===== src/rtl/msk_tk_pkg.sv =====
// Shared constants and types for the masked SKINNY TK1 decryption tweakey scheduler.
// Holds the forward (PT) and inverse (PT_INV) cell permutations, widths and the FSM state type.
// No logic: imported by msk_tk_perm and msk_tk_inv_sched.
package msk_tk_pkg;

    localparam int CELL_W = 8;
    localparam int RIDX_W = 6;
    localparam int NCELL  = 16;

    // new[i] = old[PT[i]] for the forward step, new[i] = old[PT_INV[i]] for the inverse.
    localparam logic [3:0] PT [NCELL] = '{
        4'd9, 4'd15, 4'd8, 4'd13, 4'd10, 4'd14, 4'd12, 4'd11,
        4'd0, 4'd1,  4'd2, 4'd3,  4'd4,  4'd5,  4'd6,  4'd7
    };
    localparam logic [3:0] PT_INV [NCELL] = '{
        4'd8, 4'd9, 4'd10, 4'd11, 4'd12, 4'd13, 4'd14, 4'd15,
        4'd2, 4'd0, 4'd4,  4'd7,  4'd6,  4'd3,  4'd5,  4'd1
    };

    typedef enum logic [1:0] {
        IDLE  = 2'd0,
        FWD   = 2'd1,
        READY = 2'd2
    } state_t;

    // Source cell feeding destination cell i for the chosen direction.
    function automatic int perm_src(input int i, input bit inv);
        return inv ? int'(PT_INV[i]) : int'(PT[i]);
    endfunction

endpackage


===== src/rtl/msk_tk_perm.sv =====
// Share-wise TK1 cell permutation (forward when INV=0, inverse when INV=1); pure wiring.
// Latency: combinational, 0 cycles.
// Backpressure: none; output follows input.
// Ports: key_in / key_out are d-share 128-bit keys, bit b of share s at index b*d+s.
module msk_tk_perm
    import msk_tk_pkg::*;
#(
    parameter int d   = 2,
    parameter bit INV = 1'b0
) (
    input  logic [128*d-1:0] key_in,
    output logic [128*d-1:0] key_out
);

    // Cell c occupies unshared bits 127-8c : 120-8c, so its LSB is 128-8(c+1).
    for (genvar s = 0; s < d; s++) begin : g_share
        for (genvar i = 0; i < NCELL; i++) begin : g_cell
            localparam int SRC = perm_src(i, INV);
            for (genvar k = 0; k < CELL_W; k++) begin : g_bit
                assign key_out[(128 - CELL_W*(i+1) + k)*d + s] =
                       key_in [(128 - CELL_W*(SRC+1) + k)*d + s];
            end
        end
    end

endmodule


===== src/rtl/msk_tk_inv_sched.sv =====
// Masked SKINNY TK1 tweakey scheduler for decryption: forwards master key to round ROUNDS-1, then steps back on demand.
// Latency: rk_valid ROUNDS edges after start (1 edge with load_last); each backward step takes 1 cycle.
// Backpressure: rk_next is the consumer handshake; rk_out holds steady while rk_next is low.
// Ports: clk, rst (sync, active high), start, key_in, rk_next -> rk_out, rk_valid, rk_idx, busy, done.
// Optional: MSK_TK_LASTKEY_LOAD_EN adds load_last to load the last-round key directly.
module msk_tk_inv_sched
    import msk_tk_pkg::*;
#(
    parameter int d      = 2,
    parameter int ROUNDS = 40
) (
    input  logic                clk,
    input  logic                rst,
    input  logic                start,
`ifdef MSK_TK_LASTKEY_LOAD_EN
    input  logic                load_last,
`endif
    input  logic [128*d-1:0]    key_in,
    input  logic                rk_next,
    output logic [128*d-1:0]    rk_out,
    output logic                rk_valid,
    output logic [RIDX_W-1:0]   rk_idx,
    output logic                busy,
    output logic                done
);

    localparam logic [RIDX_W-1:0] LAST_IDX = RIDX_W'(ROUNDS - 1);

    state_t              state;
    logic [128*d-1:0]    key_q;
    logic [128*d-1:0]    key_fwd;
    logic [128*d-1:0]    key_inv;
    logic [RIDX_W-1:0]   cnt;
    logic                load_last_en;

`ifdef MSK_TK_LASTKEY_LOAD_EN
    assign load_last_en = load_last;
`else
    assign load_last_en = 1'b0;
`endif

    msk_tk_perm #(.d(d), .INV(1'b0)) u_perm_fwd (
        .key_in  (key_q),
        .key_out (key_fwd)
    );

    msk_tk_perm #(.d(d), .INV(1'b1)) u_perm_inv (
        .key_in  (key_q),
        .key_out (key_inv)
    );

    always_ff @(posedge clk) begin
        if (rst) begin
            state    <= IDLE;
            key_q    <= '0;
            cnt      <= '0;
            rk_valid <= 1'b0;
            busy     <= 1'b0;
            done     <= 1'b0;
        end else begin
            done <= 1'b0;
            case (state)
                IDLE: begin
                    // start has priority; rk_next is meaningless here.
                    if (start) begin
                        key_q <= key_in;
                        busy  <= 1'b1;
                        cnt   <= load_last_en ? LAST_IDX : '0;
                        if (load_last_en || (ROUNDS == 1)) begin
                            state    <= READY;
                            rk_valid <= 1'b1;
                        end else begin
                            state <= FWD;
                        end
                    end
                end
                FWD: begin
                    key_q <= key_fwd;
                    cnt   <= cnt + 1'b1;
                    if ((cnt + 1'b1) == LAST_IDX) begin
                        state    <= READY;
                        rk_valid <= 1'b1;
                    end
                end
                READY: begin
                    if (rk_next) begin
                        if (cnt != '0) begin
                            key_q <= key_inv;
                            cnt   <= cnt - 1'b1;
                        end else begin
                            // Round 0 consumed: wipe shares so no key material lingers.
                            key_q    <= '0;
                            state    <= IDLE;
                            rk_valid <= 1'b0;
                            busy     <= 1'b0;
                            done     <= 1'b1;
                        end
                    end
                end
                default: begin
                    state <= IDLE;
                end
            endcase
        end
    end

    assign rk_out = key_q;
    assign rk_idx = cnt;

endmodule


===== config.mk =====
export PLATFORM = sky130hd
export DESIGN_NAME = msk_tk_inv_sched
export DESIGN_NICKNAME = d
export VERILOG_FILES = /design/src/rtl/msk_tk_pkg.sv /design/src/rtl/msk_tk_perm.sv /design/src/rtl/msk_tk_inv_sched.sv
export SDC_FILE = /design/constraint.sdc
export NUM_CORES = 1
export LEC_CHECK = 0
export CAP_MARGIN = 25
export CELL_PAD_IN_SITES_DETAIL_PLACEMENT = 1
export CELL_PAD_IN_SITES_GLOBAL_PLACEMENT = 1
export CORE_UTILIZATION = 29
export CTS_CLUSTER_DIAMETER = 40
export CTS_CLUSTER_SIZE = 14
export DETAILED_ROUTE_END_ITERATION = 8
export PLACE_DENSITY_LB_ADDON = 0.1
export SYNTH_ARGS = -nofsm -noshare
export SYNTH_HDL_FRONTEND = slang
export SYNTH_SLANG_ARGS = --single-unit

===== constraint.sdc =====
create_clock -name clk -period 2 [get_ports clk]
set_input_delay 0.5 -clock clk [delete_from_list [all_inputs] [get_ports clk]]
set_output_delay 0.5 -clock clk [all_outputs]
set_load 0.1 [all_outputs]

==> results of run 1 <==
## flip-flops by register name (all words and copies together) (netlist names)
register / cells
rk_valid: 1
rk_out: 256
state: 2
busy: 1
rk_idx: 6
done: 1
## cell usage in the layout (no fill, tap or decap), types with 9 or more instances in the layout
cell / n
clkbuf_16: 70
clkinv_4: 10
a311oi_1: 252
dfxtp_1: 255
a21oi_1: 259
clkdlybuf4s50_1: 258
buf_4: 90
buf_16: 9
nand2_1: 516
clkinv_2: 15
nor4_1: 187
clkinvlp_4: 9
buf_12: 309
nor4_2: 64
nor2_1: 265
## path summary, 6_finish.rpt
path	start	endpoint	slack, ps	cells past startpoint
max	state[1]	rk_out[185]	-110	8
min	rst	busy	200	2
max reg2reg	state[1]	rk_out[185]	-110	8
min reg2reg	rk_valid	rk_valid	530	2
## worst register-to-register path, delay by kind of cell, from the launching register on
kind | cells | cell delay [ps]
flip-flops | 1 | 380
adder cells (fa/ha/maj) | 1 | 160
AND/OR/NAND/NOR | 2 | 690
AO/OA/AOI/OAI | 2 | 290
buffers and inverters | 3 | 490
## cells by family (layout without fill, tap and decap cells)
family          after synthesis  count (layout)  share of synthesized area, %
mux                           1               1                        0.0666
buf+inv                     273             804                          6.98
simple gates               1068            1068                          31.6
fa+ha+maj                     8               8                         0.666
compound gates              542             542                          24.9
flops                       267             267                          35.6
other cells                   0               8                             0
xor+xnor                      4               4                         0.233
## power by group
group          total, mW  switching [mW]  internal, mW
combinational       23.1            14.9          8.19
sequential          9.33            2.78          6.55
clock               10.6            3.61          6.99
total               43.0            21.2          21.7
## timing repair
action	CTS	global route
endpoints found under the hold margin	0	0
setup buffers	1	3
gates resized for setup	27	80
cloned	2	7
endpoints found under the setup margin	213	245
pin swaps	0	4
## layout make-up
| type | count | area [um2] | share of cell area [%] |
|---|---|---|---|
| antenna | 8 | 20.0 | 0.0725 |
| clock buffer | 71 | 1670 | 6.03 |
| clock inverter | 45 | 497 | 1.80 |
| inverter | 8 | 35.0 | 0.127 |
| multi-input combinational | 1623 | 9240 | 33.4 |
| sequential | 267 | 5370 | 19.4 |
| tap | 680 | 851 | 3.08 |
| timing repair buffer | 680 | 9950 | 36.0 |
## metal layers
| metal | global-route usage (%) | up-vias | routed length [um] |
|---|---|---|---|
| li1 | - | 8967 | - |
| met4 | 16.6 | 12 | 5110 |
| met5 | 0 | - | 66 |
| met2 | 53.8 | 966 | 43600 |
| met1 | 43.5 | 10194 | 39200 |
| met3 | 6.76 | 240 | 6950 |
==> impl_results.md, run 1 <==
- Status: complete, but fails checks
- Violated checks: setup timing
- Maximum clock rate: 0.473 GHz
- Final ANT Viol Nets: 0
- Clock Sinks: 267
- Row Count: 83
- Die Width: 230 um
- DRT iter0 DRCs: 1,876
- Max_cap viols: 0
- Synthesized area: 15,000 um2
- Final hold slack: 196 ps
- Largest net degree at the start of global routing: 124
- Final period utilization: 106%
- Worst Tran Pin Value: 731 ps
- Cell variety after synth: 42
- Arrival time of the worst setup path: 2630 ps
- Initial core utilization: 29.3%
- CP max-delay cell: nor4_1
- Total core area: 51,300 um2
- Synthesis-to-layout area growth: 83.8%
- Critical Path, Cell by Cell: inv_4 -> ha_4 -> nor2b_4 -> clkbuf_16 -> nor4_1 -> buf_4 -> a21oi_1 -> a311oi_1
- Drt via density: 6.03
- Area after DPL: 24,600 um2
- EDFF count, synth: 0
- FILL cells: 5,802
- CP Max Fanout: 35
- Slew Limit Fails: 0
- Layout cell share with drive strength beyond 1: 23.8%
- VDD IR max: 0.808 mV
- GRT overflow: 0
- DRC Markers: 0
- GRT Total Usage: 33.8%
- Antenna violations before repair: 14
- Crit path capture type: flip-flop
- Top cells by area, synth: dfxtp_1, a311oi_1, nand2_1
- Startpoint Class: flip-flop
- Pre-CTS worst setup slack: -482 ps
- Worst path top cell family by delay: simple AND/OR/NAND/NOR gates
- Cells after Synth: 2,163
- Min Clock Period, post-route: 2110 ps
- H-tree depth: 2
- Detailed Place HPWL: 66.7 mm
- PnR Total Power: 43.0 mW
- Via count of the routed design: 20,379
- Post-layout util: 53.9%
- WL final: 94.8 mm
- TritonCTS buffer count: 61
- Synthesis warning total: 0
- Slowest stage delay, CP: 510 ps
- Area fraction of the dominant cell type after synthesis: 35.6%
- Cell area after layout: 27,600 um2
- Setup ws final: -115 ps
- RSZ-0062 raised after global routing: yes
- Number of cells after detailed placement: 3,245
- Die Area: 52,700 um2
- Final Hold Viols: 0
- Synth top cells by count: nand2_1, dfxtp_1, nor2_1, a21oi_1
- Mean Syn Cell Area: 6.95 um2
- Setup TNS: -4060 ps
- Clk_lat worst skew: 620 ps
- Port Buf Inserts: 524
- Final Setup Violations: 162
- Worst Hold Class: input port to flip-flop
- Hold_buf cts: 0
- Register area share after synthesis: 35.6%
- Nets: 2,909
- DRT Pass-1 Iters: 5
- PD cells: 1560 nW/um2
- Cell Count, Final, Fillers Out: 3,382
- # IOs: 525
- Drt wl/cell: 28.0 um
- Count leader, synth: nand2_1
- Clock root buffer: clkbuf_16
- Placer congestion estimate: 0.955
- First-pass GRT wire length: 136 mm
- CTS max path bufs: 3
- Req. time, crit path: 2510 ps
- Ys async rst share: 0%
- Lkg Pwr: 9.62 nW
- Syn_nets: 2,431
- CTS tree: built
- #FFs+latches synth: 267
- Critical setup path kind: flip-flop to flip-flop
- Vias in the first global route: 20,293
- Final Skew: 17.9 ps
- Die Span Y: 230 um
- Primary FF master, synth: dfxtp_1
- CP Buf/Inv Count: 3
- Slew headroom: 51.3%
- Area leader, netlist: dfxtp_1
- Clock transition at the registers of the reported paths: 50 ps
No activity file was read; power rests on OpenSTA's default activity.
==> inputs of run 2 (changes only) <==
- CORE_ASPECT_RATIO: not set -> 1.75
- SETUP_SLACK_MARGIN: not set -> 0.1
==> run 2 against run 1 <==
The run still ends with setup timing left. Sequential power about the same. Via count rose by 2.6%. Combinational power grew 8.7%. Flip-flop and latch count did not move. Wire length up 9.7%. Worst setup slack barely moved. Total power is 4.1% lower. Clock-buffer cell count down 27. Final cell count grew 2.2%. Sequential share of layout area down 0.66 points. Largest power group unchanged.
==> impl_results.md, run 2 (synthesis results as in run 1) <==
- Via count of the routed design: 20,907 (+2.6%)
- Die Span Y: 303 um (+32%)
- Final Setup Violations: 232 (+43%)
- Nets: 3,023 (+3.9%)
- Port Buf Inserts: 524 (unchanged)
- Req. time, crit path: 2380 ps (-130 ps)
- PD cells: 1440 nW/um2 (-7.3%)
- Clk network pwr share: 16.6% (-8.0 points)
- GRT Total Usage: 37.3% (+3.5 points)
- Crit path capture type: flip-flop
- Slew Limit Fails: 0 (unchanged)
- Clock Sinks: 267 (unchanged)
- DRT iter0 DRCs: 1,569 (-16%)
- Vias in the first global route: 21,393 (+5.4%)
- Clock transition at the registers of the reported paths: 60 ps (about the same)
- Maximum clock rate: 0.473 GHz (about the same)
- TritonCTS buffer count: 37 (-39%)
- PnR Total Power: 41.2 mW (-4.1%)
- WL final: 104 mm (+9.7%)
- Setup ws final: -114 ps (+0.388 ps)
- H-tree depth: 2 (unchanged)
- Final ANT Viol Nets: 0 (unchanged)
- Drt wl/cell: 30.1 um (+7.4%)
- Cell Count, Final, Fillers Out: 3,455 (+2.2%)
- Setup TNS: -13,040 ps (-8980 ps)
- Met3 Routed Length: 6.27 mm (-9.7%)
- Max Used Layer: met5
- Leading cell type in the layout, fill and taps excluded: nand2_1
- Antenna violations before repair: 8 (-6)
- Most frequent cells in the layout: nand2_1, buf_12, dfxtp_1
- Drt via density: 6.05 (+0.42%)
- CTS max path bufs: 3 (unchanged)
- CTS tree: built
- Min Clock Period, post-route: 2110 ps (-0.388 ps)
- VDD IR max: 0.768 mV (-5.0%)
- Combinational share of power: 60.8% (+7.2 points)
- Placer congestion estimate: 1.09 (+14%)
- # IOs: 525 (unchanged)
- Net Sw Frac: 51.7% (+2.3 points)
- Die Area: 52,800 um2 (about the same)
- Number of cells after detailed placement: 3,342 (+3.0%)
- Violated checks: setup timing
- Register share of total power: 22.6% (+0.9 points)
- Synthesis-to-layout area growth: 90.1%
- Row Count: 110 (+33%)
- Number of flip-flops under the largest register name: 256 (unchanged)
- GRT overflow: 0 (unchanged)
- Layout cell share with drive strength beyond 1: 28.5% (+4.6 points)
- DRT Pass-1 Iters: 5 (unchanged)
- Die Width: 174 um (-24%)
- Met2 Routed Length: 51.3 mm (+18%)
- Status: complete, but fails checks
- RSZ-0062 raised after global routing: yes
- Final Hold Viols: 0 (unchanged)
- Largest net degree at the start of global routing: 111 (-10%)
- Worst Hold Class: input port to flip-flop
- DRC Markers: 0 (unchanged)
- Total core area: 51,300 um2 (about the same)
- Clock root buffer: clkbuf_16
- Final hold slack: 336 ps (+140 ps)
- Critical setup path kind: flip-flop to flip-flop
- Initial core utilization: 29.3% (about the same)
- Slew headroom: 60.2% (+9.0 points)
- Final Skew: 21.7 ps (+3.80 ps)
- First-pass GRT wire length: 145 mm (+7.0%)
- Worst Tran Pin Value: 596 ps (-135 ps)
- Met1 WL: 35.3 mm (-9.9%)
- Startpoint Class: flip-flop
- Pre-CTS worst setup slack: -611 ps (-129 ps)
- Internal power: 19.9 mW (-8.4%)
- Lkg Pwr: 10.1 nW (+5.0%)
- CP Max Fanout: 10 (-71%)
- Final period utilization: 106% (about the same)
- Arrival time of the worst setup path: 2500 ps (-130 ps)
- Detailed Place HPWL: 76.8 mm (+15%)
- Clk_lat worst skew: 540 ps (-80 ps)
- Max_cap viols: 0 (unchanged)
- Sw Pwr: 21.3 mW (+0.29%)
run 2: final cells by class:
type / instances / area [um2]
Inverter: 8 / 32.5
Clock inverter: 20 / 220
Sequential cell: 267 / 5370
Fill cell: 5739 / 22800
Tap cell: 672 / 841
Multi-Input combinational cell: 1623 / 9690
Clock buffer: 44 / 1010
Antenna cell: 3 / 7.51
Timing Repair Buffer: 818 / 11400
run 2: final timing paths:
path / from / endpoint / slack (ps) / depth (start not counted)
worst max-delay path: state[1] / rk_out[248] / -110 / 9
worst min-delay path: rst / busy / 340 / 2
worst max register to register: state[1] / rk_out[248] / -110 / 9
worst min register to register: rk_valid / rk_valid / 530 / 2
run 2: repair_timing:
action	4_1_cts	5_1_grt
setup buffers	23	8
gates cloned	9	6
gates resized for setup	110	111
pin swaps	21	31
hold buffers	0	0
setup endpoints to repair	268	267
run 2: power by group through the flow:
stage | clock (mW) | sequential (mW) | combinational [mW]
6_report | 6.84 | 9.30 | 25.1
4_1_cts | 6.88 | 9.20 | 24.2
3_3_place_gp | 0 | 9.27 | 22.7
5_1_grt | 7.10 | 9.34 | 25.8
2_1_floorplan | 0 | 16.2 | 5.22
3_5_place_dp | 0 | 9.27 | 23.0
run 2: through the flow:
| step | utilization (%) | cell area, um2 |
|---|---|---|
| after global placement | 49.4 | 25400 |
| after global routing | 55.6 | 28600 |
| after floorplan | - | 15300 |
| after detailed placement | 49.4 | 25400 |
| after CTS | 54.0 | 27700 |
| final | 55.6 | 28600 |
run 2: critical path, cell delays in order, from the launching register on:
cell and delay (ps):
dfxtp_4 360, buf_12 120, ha_4 150, nor2b_4 140, or3_4 450, nor2_4 150
buf_4 180, buf_12 160, buf_12 150, a311oi_2 110
run 2: layer usage:
metal  track usage, %  vias to the layer above
met1             37.9                    10293
li1                 -                     9168
met4             34.8                        4
met3             6.32                      345
met5                0                        -
met2             65.3                     1097
==> inputs of run 3 (changes only) <==
- CAP_MARGIN: 25 -> 20
- CORE_UTILIZATION: 29 -> 32
- clock period: 2 -> 2.35 ns (I/O delays scaled with it)
==> run 3 against run 2 <==
The flow finishes with violations (DRC). Worst setup slack better by 250 ps. Clock-buffer cell count is 3 lower. Global-route usage grew 0.11 points. Die area shrank 9.3%. Critical endpoint is now rk_out[141]. Critical path depth is 1 higher. Largest cell class is now multi-input gates. Sequential share of layout area increased by 4.5 points. Critical path type unchanged. Flip-flop and latch count stayed put. Combinational power decreased by 32%.
==> impl_results.md, run 3 (synthesis results as in run 1) <==
- Status: complete, but fails checks
- Violated checks: DRC
- Total core area: 46,200 um2 (-10%)
- Nets: 2,906 (-3.9%)
- Min Clock Period, post-route: 2220 ps (+105 ps)
- Startpoint Class: flip-flop
- Clock root buffer: clkbuf_16
- Arrival time of the worst setup path: 2670 ps (+170 ps)
- DRT iter0 DRCs: 1,754 (+12%)
- Leading cell type in the layout, fill and taps excluded: nand2_1
- Final Hold Viols: 0 (unchanged)
- Most frequent cells in the layout: nand2_1, buf_4, nor2_1
- Clock transition at the registers of the reported paths: 60 ps (about the same)
- Layout cell share with drive strength beyond 1: 20.9% (-7.6 points)
- Slew Limit Fails: 0 (unchanged)
- Hold_buf cts: 0 (unchanged)
- DRT Pass-1 Iters: 7 (+2)
- Synthesis-to-layout area growth: 53.2%
- # IOs: 525 (unchanged)
- Port Buf Inserts: 524 (unchanged)
- Clk_lat worst skew: 540 ps (about the same)
- RSZ-0062 raised after global routing: yes
- Req. time, crit path: 2800 ps (+420 ps)
- GRT overflow: 0 (unchanged)
- Drt wl/cell: 29.1 um (-3.2%)
- Lkg Pwr: 8.27 nW (-18%)
- GRT Total Usage: 37.4% (+0.11 points)
- TritonCTS buffer count: 37 (unchanged)
- Via count of the routed design: 20,003 (-4.3%)
- H-tree depth: 2 (unchanged)
- Vias in the first global route: 20,205 (-5.6%)
- PD cells: 1300 nW/um2 (-10%)
- Final Setup Violations: 0 (-100%)
- Maximum clock rate: 0.451 GHz (-4.7%)
- Largest net degree at the start of global routing: 167 (+50%)
- Die Span Y: 289 um (-4.8%)
- Crit path capture type: flip-flop
- Placer congestion estimate: 1.04 (-4.6%)
- Antenna violations before repair: 3 (-5)
- Row Count: 104 (-5.5%)
- Clock Sinks: 267 (unchanged)
- Slew headroom: 29.4% (-31 points)
- DRC Markers: 39 (+39)
- Final Skew: 15.6 ps (-6.19 ps)
- CTS tree: built
- Die Width: 166 um (-4.7%)
- Initial core utilization: 32.5% (+3.3 points)
- VDD IR max: 0.790 mV (+2.9%)
- WL final: 94.7 mm (-9.0%)
- Detailed Place HPWL: 69.2 mm (-9.9%)
- Final period utilization: 94.4% (-11 points)
- Max_cap viols: 0 (unchanged)
- Number of cells after detailed placement: 3,172 (-5.1%)
- Drt via density: 6.16 (+1.7%)
- Worst Tran Pin Value: 1060 ps (+462 ps)
- Final ANT Viol Nets: 0 (unchanged)
- Cell Count, Final, Fillers Out: 3,249 (-6.0%)
- Worst Hold Class: input port to flip-flop
- PnR Total Power: 29.9 mW (-27%)
- Critical setup path kind: flip-flop to flip-flop
- CP Max Fanout: 40 (+30)
- Die Area: 47,900 um2 (-9.3%)
- Number of flip-flops under the largest register name: 256 (unchanged)
- CTS max path bufs: 3 (unchanged)
- First-pass GRT wire length: 134 mm (-7.6%)
run 3: cell count changes in the layout (fill, tap and decap cells not counted), moves of 12 or more:
cell	before	now
nor4_1	163	231
buf_4	190	371
buf_12	322	58
buf_6	16	4
a21oi_1	237	262
nor4_4	19	7
nor4_2	75	19
a21oi_2	25	0
run 3: power by group:
part	internal, mW	switching, mW
Combinational	4.48	12.6
Clock	3.03	2.40
Sequential	5.57	1.81
Total	13.1	16.8
run 3: layer usage:
layer	wire (um)	part of all wire, %	vias to the layer above	track usage, %
met5	0	0	-	0
met4	9400	9.9	0	35.2
met3	5530	5.8	284	5.06
met2	45300	48	1004	62.8
met1	34400	36	9784	41.1
li1	-	-	8931	-
run 3: stage by stage:
stage / hold slack [ps] / setup TNS (ps) / worst slack [ps] / area, um2 / util [%]
floorplan: 483 / 0 / 137 / 15100 / -
global placement: 506 / -48640 / -389 / 21400 / 46.3
detailed placement: 521 / -50440 / -399 / 21400 / 46.3
CTS: 429 / 0 / 94.8 / 22600 / 48.9
global route: 457 / 0 / 29.5 / 23000 / 49.8
finish: 436 / 0 / 131 / 23000 / 49.8
run 3: worst max-delay path, stage by stage (launching register included):
cell      delay [ps]
dfxtp_1          330
inv_1             80
ha_2             210
nor2b_4          140
buf_4            160
buf_12           150
buf_12           150
buf_12           190
nor4_1           340
a21oi_1           90
a311oi_1         240
run 3: worst paths after layout:
path                   start     endpoint  slack, ps  depth (start not counted)
hold / removal           rst         done        440                          2
setup / recovery    state[0]  rk_out[141]        130                         10
setup reg to reg    state[0]  rk_out[141]        130                         10
hold reg to reg   rk_out[15]  rk_out[143]        520                          2
run 3: final cells by class:
cell class                 instances  area [um2]
inverter                           8        30.0
tap                              583         729
antenna                            3        7.51
multi-input combinational       1623        8940
sequential                       267        5360
clock inverter                    23         174
clock buffer                      41         971
timing repair buffer             701        6810
fill                            5653       23200
run 3: repair_timing:
item	in CTS	in global routing
endpoints found under the setup margin	7	153
pin swaps	0	9
cloned	0	5
setup buffers	0	5
resized for setup	5	40
